<file path="src/rtl/instr_fetch_unit_pkg.sv">
// Shared pipeline definitions for the fetch front end: opcode field, reset PC, FSM states.
// The opcode slice macro is shared by every stage that decodes instruction words.
`ifndef IFU_OPCODE_SLICE
`define IFU_OPCODE_SLICE(word, w) word[(w)-1 -: instr_fetch_unit_pkg::OPCODE_W]
`endif

package instr_fetch_unit_pkg;

    localparam int unsigned OPCODE_W         = 10;
    localparam int unsigned DEFAULT_RESET_PC = 0;

    typedef enum logic [1:0] {
        ST_FETCH,
        ST_STALL,
        ST_HALTED
    } ifu_state_e;

    function automatic logic is_jump_opcode(input logic [OPCODE_W-1:0] opcode);
        return opcode[OPCODE_W-1];
    endfunction

    function automatic logic [31:0] sat_add32(input logic [31:0] a, input logic [31:0] b);
        logic [32:0] sum;
        sum = {1'b0, a} + {1'b0, b};
        return sum[32] ? '1 : sum[31:0];
    endfunction

endpackage

</file>
<file path="src/rtl/instr_fetch_unit_fifo.sv">
// ifu_fifo: synchronous in-order FIFO with flush; push and pop in one cycle are both honoured
// even when full, so the head is always the oldest live entry.
module ifu_fifo #(
    parameter int unsigned WIDTH = 48,
    parameter int unsigned DEPTH = 4
) (
    input  logic                     clk,
    input  logic                     rst,
    input  logic                     flush,
    input  logic                     push,
    input  logic [WIDTH-1:0]         push_data,
    input  logic                     pop,
    output logic [WIDTH-1:0]         head_data,
    output logic                     empty,
    output logic [$clog2(DEPTH):0]   count
);
    localparam int unsigned PTR_W = $clog2(DEPTH);
    localparam logic [PTR_W:0] FULL_COUNT = (PTR_W+1)'(DEPTH);

    logic [WIDTH-1:0] mem [DEPTH];
    logic [PTR_W-1:0] wr_ptr;
    logic [PTR_W-1:0] rd_ptr;
    logic             do_push;
    logic             do_pop;

    assign empty     = (count == '0);
    assign do_pop    = pop && !empty;
    assign do_push   = push && ((count != FULL_COUNT) || do_pop);
    assign head_data = mem[rd_ptr];

    always_ff @(posedge clk) begin
        if (rst) begin
            wr_ptr <= '0;
            rd_ptr <= '0;
            count  <= '0;
            for (int unsigned i = 0; i < DEPTH; i++) begin
                mem[i] <= '0;
            end
        end else if (flush) begin
            wr_ptr <= '0;
            rd_ptr <= '0;
            count  <= '0;
        end else begin
            if (do_push) begin
                mem[wr_ptr] <= push_data;
                wr_ptr      <= wr_ptr + PTR_W'(1);
            end
            if (do_pop) begin
                rd_ptr <= rd_ptr + PTR_W'(1);
            end
            count <= count + (PTR_W+1)'(do_push) - (PTR_W+1)'(do_pop);
        end
    end

endmodule

</file>
<file path="src/rtl/instr_fetch_unit.sv">
// Instruction fetch front end: PC generation, credit-limited imem requests, in-order buffering,
// jump redirect with stale-response dropping. IFU_PERF_COUNT_EN adds perf_fetched/perf_dropped.
module instr_fetch_unit
    import instr_fetch_unit_pkg::*;
#(
    parameter int unsigned        INSTR_W    = 32,
    parameter int unsigned        ADDR_W     = 16,
    parameter int unsigned        FIFO_DEPTH = 4,
    parameter logic [ADDR_W-1:0]  RESET_PC   = ADDR_W'(DEFAULT_RESET_PC)
) (
    input  logic                 clk,
    input  logic                 rst,
    output logic                 imem_req_valid,
    input  logic                 imem_req_ready,
    output logic [ADDR_W-1:0]    imem_req_addr,
    input  logic                 imem_rsp_valid,
    input  logic [INSTR_W-1:0]   imem_rsp_data,
    output logic                 id_valid,
    input  logic                 id_ready,
    output logic [INSTR_W-1:0]   id_instr,
    output logic [ADDR_W-1:0]    id_pc,
    output logic [OPCODE_W-1:0]  id_opcode,
    input  logic                 jump_valid,
    input  logic [ADDR_W-1:0]    jump_target,
    input  logic                 halt_req,
    output logic                 halted
`ifdef IFU_PERF_COUNT_EN
    ,
    output logic [31:0]          perf_fetched,
    output logic [31:0]          perf_dropped
`endif
);
    localparam int unsigned    CNT_W        = $clog2(FIFO_DEPTH) + 1;
    localparam logic [CNT_W:0] CREDIT_LIMIT = (CNT_W+1)'(FIFO_DEPTH);

    ifu_state_e                state;
    ifu_state_e                state_nxt;
    logic [ADDR_W-1:0]         pc;
    logic [ADDR_W-1:0]         rsp_pc;
    logic [CNT_W-1:0]          in_flight;
    logic [CNT_W-1:0]          in_flight_nxt;
    logic [CNT_W-1:0]          drop_cnt;
    logic [CNT_W-1:0]          fifo_count;
    logic                      fifo_empty;
    logic [ADDR_W+INSTR_W-1:0] fifo_head;
    logic                      credit_ok;
    logic                      req_fire;
    logic                      rsp_drop;
    logic                      fifo_push;
    logic                      fifo_pop;

    assign credit_ok     = ({1'b0, in_flight} + {1'b0, fifo_count}) < CREDIT_LIMIT;
    assign req_fire      = imem_req_valid && imem_req_ready;
    assign rsp_drop      = imem_rsp_valid && ((drop_cnt != '0) || jump_valid);
    assign fifo_push     = imem_rsp_valid && !rsp_drop;
    assign fifo_pop      = id_valid && id_ready && !jump_valid;
    assign in_flight_nxt = in_flight + CNT_W'(req_fire) - CNT_W'(imem_rsp_valid);
    assign imem_req_addr = pc;

    ifu_fifo #(
        .WIDTH (ADDR_W + INSTR_W),
        .DEPTH (FIFO_DEPTH)
    ) u_fifo (
        .clk       (clk),
        .rst       (rst),
        .flush     (jump_valid),
        .push      (fifo_push),
        .push_data ({rsp_pc, imem_rsp_data}),
        .pop       (fifo_pop),
        .head_data (fifo_head),
        .empty     (fifo_empty),
        .count     (fifo_count)
    );

    assign id_valid           = !fifo_empty;
    assign {id_pc, id_instr}  = fifo_head;
    assign id_opcode          = `IFU_OPCODE_SLICE(id_instr, INSTR_W);

    always_comb begin
        state_nxt      = state;
        imem_req_valid = 1'b0;
        halted         = 1'b0;
        unique case (state)
            ST_FETCH:  if (!credit_ok) state_nxt = ST_STALL;
            ST_STALL:  if (credit_ok) state_nxt = ST_FETCH;
            ST_HALTED: state_nxt = ST_FETCH;
            default:   state_nxt = ST_FETCH;
        endcase
        if (halt_req) begin
            state_nxt = ST_HALTED;
        end
        imem_req_valid = !rst && !halt_req && (state != ST_HALTED) && credit_ok;
        halted         = (state == ST_HALTED) && (in_flight == '0);
    end

    // Responses return in order and every live one follows the last redirect sequentially,
    // so the PC of the next kept word is a single counter rather than a per-request queue.
    always_ff @(posedge clk) begin
        if (rst) begin
            state     <= ST_FETCH;
            pc        <= RESET_PC;
            rsp_pc    <= RESET_PC;
            in_flight <= '0;
            drop_cnt  <= '0;
        end else begin
            state     <= state_nxt;
            in_flight <= in_flight_nxt;
            if (jump_valid) begin
                pc       <= jump_target;
                rsp_pc   <= jump_target;
                drop_cnt <= in_flight_nxt;
            end else begin
                if (req_fire) begin
                    pc <= pc + ADDR_W'(1);
                end
                if (fifo_push) begin
                    rsp_pc <= rsp_pc + ADDR_W'(1);
                end
                if (imem_rsp_valid && (drop_cnt != '0)) begin
                    drop_cnt <= drop_cnt - CNT_W'(1);
                end
            end
        end
    end

`ifdef IFU_PERF_COUNT_EN
    logic [CNT_W:0] drop_inc;

    assign drop_inc = (jump_valid ? {1'b0, fifo_count} : '0) + (CNT_W+1)'(rsp_drop);

    always_ff @(posedge clk) begin
        if (rst) begin
            perf_fetched <= '0;
            perf_dropped <= '0;
        end else begin
            perf_fetched <= sat_add32(perf_fetched, 32'(fifo_push));
            perf_dropped <= sat_add32(perf_dropped, 32'(drop_inc));
        end
    end
`endif

endmodule
</file>
<file path="config.mk">
export PLATFORM = sky130hd
export DESIGN_NAME = instr_fetch_unit
export DESIGN_NICKNAME = d
export VERILOG_FILES = /design/src/rtl/instr_fetch_unit_pkg.sv /design/src/rtl/instr_fetch_unit_fifo.sv /design/src/rtl/instr_fetch_unit.sv
export SDC_FILE = /design/constraint.sdc
export NUM_CORES = 1
export LEC_CHECK = 0
export ABC_AREA = 1
export BUFFER_PORTS_ARGS = -buffer_cell sky130_fd_sc_hd__buf_2
export CELL_PAD_IN_SITES_DETAIL_PLACEMENT = 1
export CELL_PAD_IN_SITES_GLOBAL_PLACEMENT = 2
export CORE_MARGIN = 1.5
export CORE_UTILIZATION = 37
export DETAILED_ROUTE_END_ITERATION = 6
export GPL_TIMING_DRIVEN = 0
export PLACE_DENSITY = 0.84
export SYNTH_ARGS = -nofsm -noshare
export SYNTH_HDL_FRONTEND = slang
export SYNTH_SLANG_ARGS = --single-unit
</file>
<file path="constraint.sdc">
create_clock -name clk -period 6.85 [get_ports clk]
set_input_delay 1.37 -clock clk [delete_from_list [all_inputs] [get_ports clk]]
set_output_delay 1.37 -clock clk [all_outputs]
set_load 0.005 [all_outputs]
</file>
# After elaboration in Yosys (flattened, before gate mapping)

Memory sizes are Yosys's and may differ from the RTL's. A register that Yosys moved wholly into a read port is not among the register bits.
Index checks and enable logic that the tools add are counted.
W data, S select, Z words.

Bits in registers: 47
RAM bits: 192
Output and inout port bits: 77
Logic and storage cells: 81
Memories: 1

$add $sub $neg: 10
Magnitude comparators: 1
Equality and inequality tests: 8
Mux-type cells: 21
Reduce and logical (&&, ||, !) cells: 31

Memories:

| name       | words | width | rd ports | clocked after Yosys merged registers in | wr ports | RTL line                    | source |
|---|---|---|---|---|---|---|---|
| u_fifo.mem | 4     | 48    | 1        | 1                                       | 4        | instr_fetch_unit_fifo.sv:20 | `logic [WIDTH-1:0] mem [DEPTH];` |

Operators with widths:

| operator                | count |
|---|---|
| $mux W16                | 4 |
| $mux W48                | 1 |
| $reduce_or A48 Y1       | 1 |
| $add A16 B1 Y16 const B | 2 |
| $logic_and A1 B1 Y1     | 12 |
| $mux W2                 | 6 |
| $ne A3 B3 Y1 const B    | 3 |
| $mux W1                 | 7 |
| $add A3 B1 Y3           | 2 |
| $logic_not A3 Y1        | 2 |
| $mux W3                 | 2 |
| $ne A2 B2 Y1 const B    | 3 |
| $reduce_bool A2 Y1      | 3 |
| $sub A3 B1 Y3           | 2 |
| $logic_not A1 Y1        | 5 |
| $add A2 B1 Y2 const B   | 2 |
| $add A3 B3 Y4           | 1 |
| $lt A4 B3 Y1 const B    | 1 |
| $pmux W2 S2             | 1 |
| $reduce_and A2 Y1       | 2 |
| $reduce_or A2 Y1        | 2 |
| $reduce_bool A3 Y1      | 1 |
| $sub A3 B1 Y3 const B   | 1 |
| $eq A2 B1 Y1 const B    | 1 |
| other kinds (3)         | 4 |

# Logic depth before layout (Yosys ltp)

Depth after elaboration: 13
Depth in mapped cells: 14

# Modules after synthesis

Synthesis repeated with hierarchy kept, for this count alone.

Cell total of the unflattened synthesis: 1229
Area, all modules: 11569.8 um^2

By module, submodules not included:

| module           | instances | cells an instance | area each (um^2) | sequential area each (um^2) |
|---|---|---|---|---|
| ifu_fifo         | 1         | 802               | 8872.3           | 5945.7 |
| instr_fetch_unit | 1         | 427               | 2697.6           | 800.8 |

# Worst setup path after synthesis

OpenSTA, ideal clock, no wires.

Kind: input port to flip-flop
Start point: input imem_rsp_valid
End point: memory u_fifo.mem[0][0] (enable)
Arrival: 5.100 ns
Required time: 6.330 ns
Path slack: 1.230 ns
Stages on the path: 4
Path buffers: 0
Cell sequence: nand3_4 nor2_4 nand2_4 o21ai_0

RTL lines:

| what            | RTL line                    | source |
|---|---|---|
| start, declared | instr_fetch_unit.sv:16      | `input logic imem_rsp_valid,` |
| end, declared   | instr_fetch_unit_fifo.sv:20 |  |

==> summary.txt <==
Crit start category: flip-flop
Min setup slack post-route: 2.79 ns
Initial antenna violation count: 0
Core area: 30,500 sq um
Ys async rst share: 0%
Detailed-route via count: 8,999
Outcome: completed
Min-delay worst type: reg -> reg
Final GP Congestion: 0.836
FP Rows: 64
Most common cell after layout, fill and taps aside: nor2_1
Clock transition at the registers of the reported paths: 0.06 ns
Crit path buf inv count: 5
CTS Sinks: 241
Synth Instances: 1,188
Max Freq: 0.246 GHz
Max-slew violations: 0
Num CTS Buffers: 28
Syn nets: 1,255
Power Density: 262 nW/um^2
Htree depth: 1
CP top delay family: buffers and inverters
ANT cells: 0
Syn Area/Cell: 9.65 sq um
Synth Cell Area: 11,500 sq um
Port Buf Inserts: 130
Area after DPL: 12,800 sq um
Worst-Margin Slew: 0.842 ns
Height of the die: 179 um
Share of layout cells above drive strength 1: 21.3%
Setup Viol. Count Final: 0
Vias/cell: 5.08
Worst Skew: 0.0163 ns
Maximum VDD drop: 0.215 mV
Remaining global-route overflow: 0
Skew-Pair Late Insertion Delay: 0.54 ns
Design area: 13,700 sq um
Fin util: 44.9%
Postcts setup bufs: 0
Crit-path cells: clkbuf_1, buf_2, clkbuf_1, nor2_1, o22ai_1, buf_4, buf_2
Max stage delay on crit path: 0.50 ns
Total GRT Usage: 21.4%
Post-cts repair resize count: 0
Root Driver: clkbuf_16
Largest net degree at the start of global routing: 49
Fin nets: 1,420
Crit-path max FO: 10
#FFs+latches synth: 241
Final Hold Fails: 0
DR iter-0 viols: 469
Period utilization: 59.2%
Number of remaining DRC errors: 0
Post-synth cell types: 42
Routed Antenna Nets: 0
Die width: 179 um
Setup CP Type: reg -> out
Commonest cells after routing, fill and taps aside: 274 x nor2_1, 192 x edfxtp_1, 139 x buf_2
Ports: 132
Max Buffers Root-to-Sink: 3
Period minus WS final: 4.06 ns
Post-synth top flop: edfxtp_1
Worst endpoint required time: 5.48 ns
Starting Density: 37.6%
Routed WL per cell: 19.2 um
HPWL Detailed: 23,000 um
Slew headroom: 43.6%
Setup crit end kind: primary output
Drt total wl: 33,900 um
CTS tree: yes
FILL cells: 3,531
Critical-path top delay cell: clkbuf_1
First-pass GRT wire length: 51,800 um
Post-synthesis sequential area ratio: 58.8%
EDFF count, synth: 192
Die area: 32,100 sq um
Area Overhead vs Synth: 19.4%
First-pass iteration count of the detailed router: 7
Hold buffers post-CTS: 0
Max Cap Viol: 0
Vias in the first global route: 9,355
Arr. time, crit path: 2.69 ns
RSZ-0062 raised after global routing: false
Syn. warnings: 0
LEAKAGE: 0.00582 uW
Pre-CTS setup slack: 3.00 ns
[worst reg2reg max path, delay by kind of cell (launching register included)]
| kind | cells | cell delay, ns |
|---|---|---|
| adders and majority gates | 1 | 0.23 |
| buffers and inverters | 5 | 0.79 |
| DFF | 1 | 0.30 |
| and+or+nand+nor | 6 | 1.25 |
[cell families (layout without fill, tap and decap cells)]
family	count (synthesis)	in the layout	synth area share [%]
AOI/OAI and AO/OA	227	227	10.7
xor gates and xnor gates	5	5	0.382
adders and majority gates	12	12	1.44
buffers and inverters	193	379	7.54
DFF	241	241	58.8
and+or+nand+nor	510	510	21.1
[synthesized netlist by cell type (15+ instances only)]
library cell / number / area [sq um]
nor2_2: 21 / 131
nand2_1: 106 / 398
clkbuf_1: 43 / 161
o22ai_1: 49 / 307
nor2_1: 274 / 1030
dfxtp_1: 49 / 981
edfxtp_1: 192 / 5770
nand2_4: 34 / 383
nand3_1: 33 / 165
o21ai_0: 125 / 626
nor3_1: 15 / 75.1
a21oi_1: 32 / 160
inv_1: 108 / 405
[layer usage]
layer  track usage (%)  up-vias  wire, um
li1                  -     4323         -
met1              26.9     4425     14600
met2              38.6      206     17200
met3              2.80       45      1560
met4              5.38        0       582
met5                 0        -         0
[worst paths after layout]
| check | startpoint | end | slack (ns) | cells after the start |
|---|---|---|---|---|
| max | flip-flop | id_opcode[0] | 2.79 | 7 |
| min reg2reg | state[1]$_SDFFE_PP0P_ | state[0]$_SDFFE_PP0P_ | 0.43 | 1 |
| max reg2reg | drop_cnt[1]$_SDFFE_PP0P_ | u_fifo.mem[2][17]$_SDFFCE_PN0P_ | 3.96 | 12 |
| min | state[1]$_SDFFE_PP0P_ | state[0]$_SDFFE_PP0P_ | 0.43 | 1 |
[metrics by stage]
step           TNS (ns)  hold WS [ns]  total power (uW)  instances
6_report              0         0.433              3580       1770
5_1_grt               0         0.451              3710       1770
4_1_cts               0         0.438              3620       1770
3_5_place_dp          0         0.412              2120       1719
3_3_place_gp    -179.89         0.398              2110       1714
2_1_floorplan         0         0.391              1950       1188
[flip-flops by register name (all words and copies together), names as in the netlist, named ones only]
name and count:
imem_req_addr 16, u_fifo.rd_ptr 2, rsp_pc 16, u_fifo.count 3, u_fifo.mem 192, state 2, in_flight 3, u_fifo.wr_ptr 2
drop_cnt 3
[power breakdown]
part / internal (uW) / switching (uW)
Combinational: 135 / 245
Sequential: 1670 / 44.0
Clock: 881 / 609
Total: 2680 / 898
[layout make-up]
type / instances / area (sq um) / share of cell area, %
sequential: 241 / 6750 / 49.3
multi-input combinational: 754 / 3890 / 28.4
timing repair buffer: 135 / 781 / 5.70
clock buffer: 31 / 733 / 5.36
tap: 396 / 495 / 3.62
inverter: 122 / 467 / 3.41
buffer: 71 / 398 / 2.91
clock inverter: 20 / 183 / 1.33
Note: power is estimated with default switching activity, not from simulation.
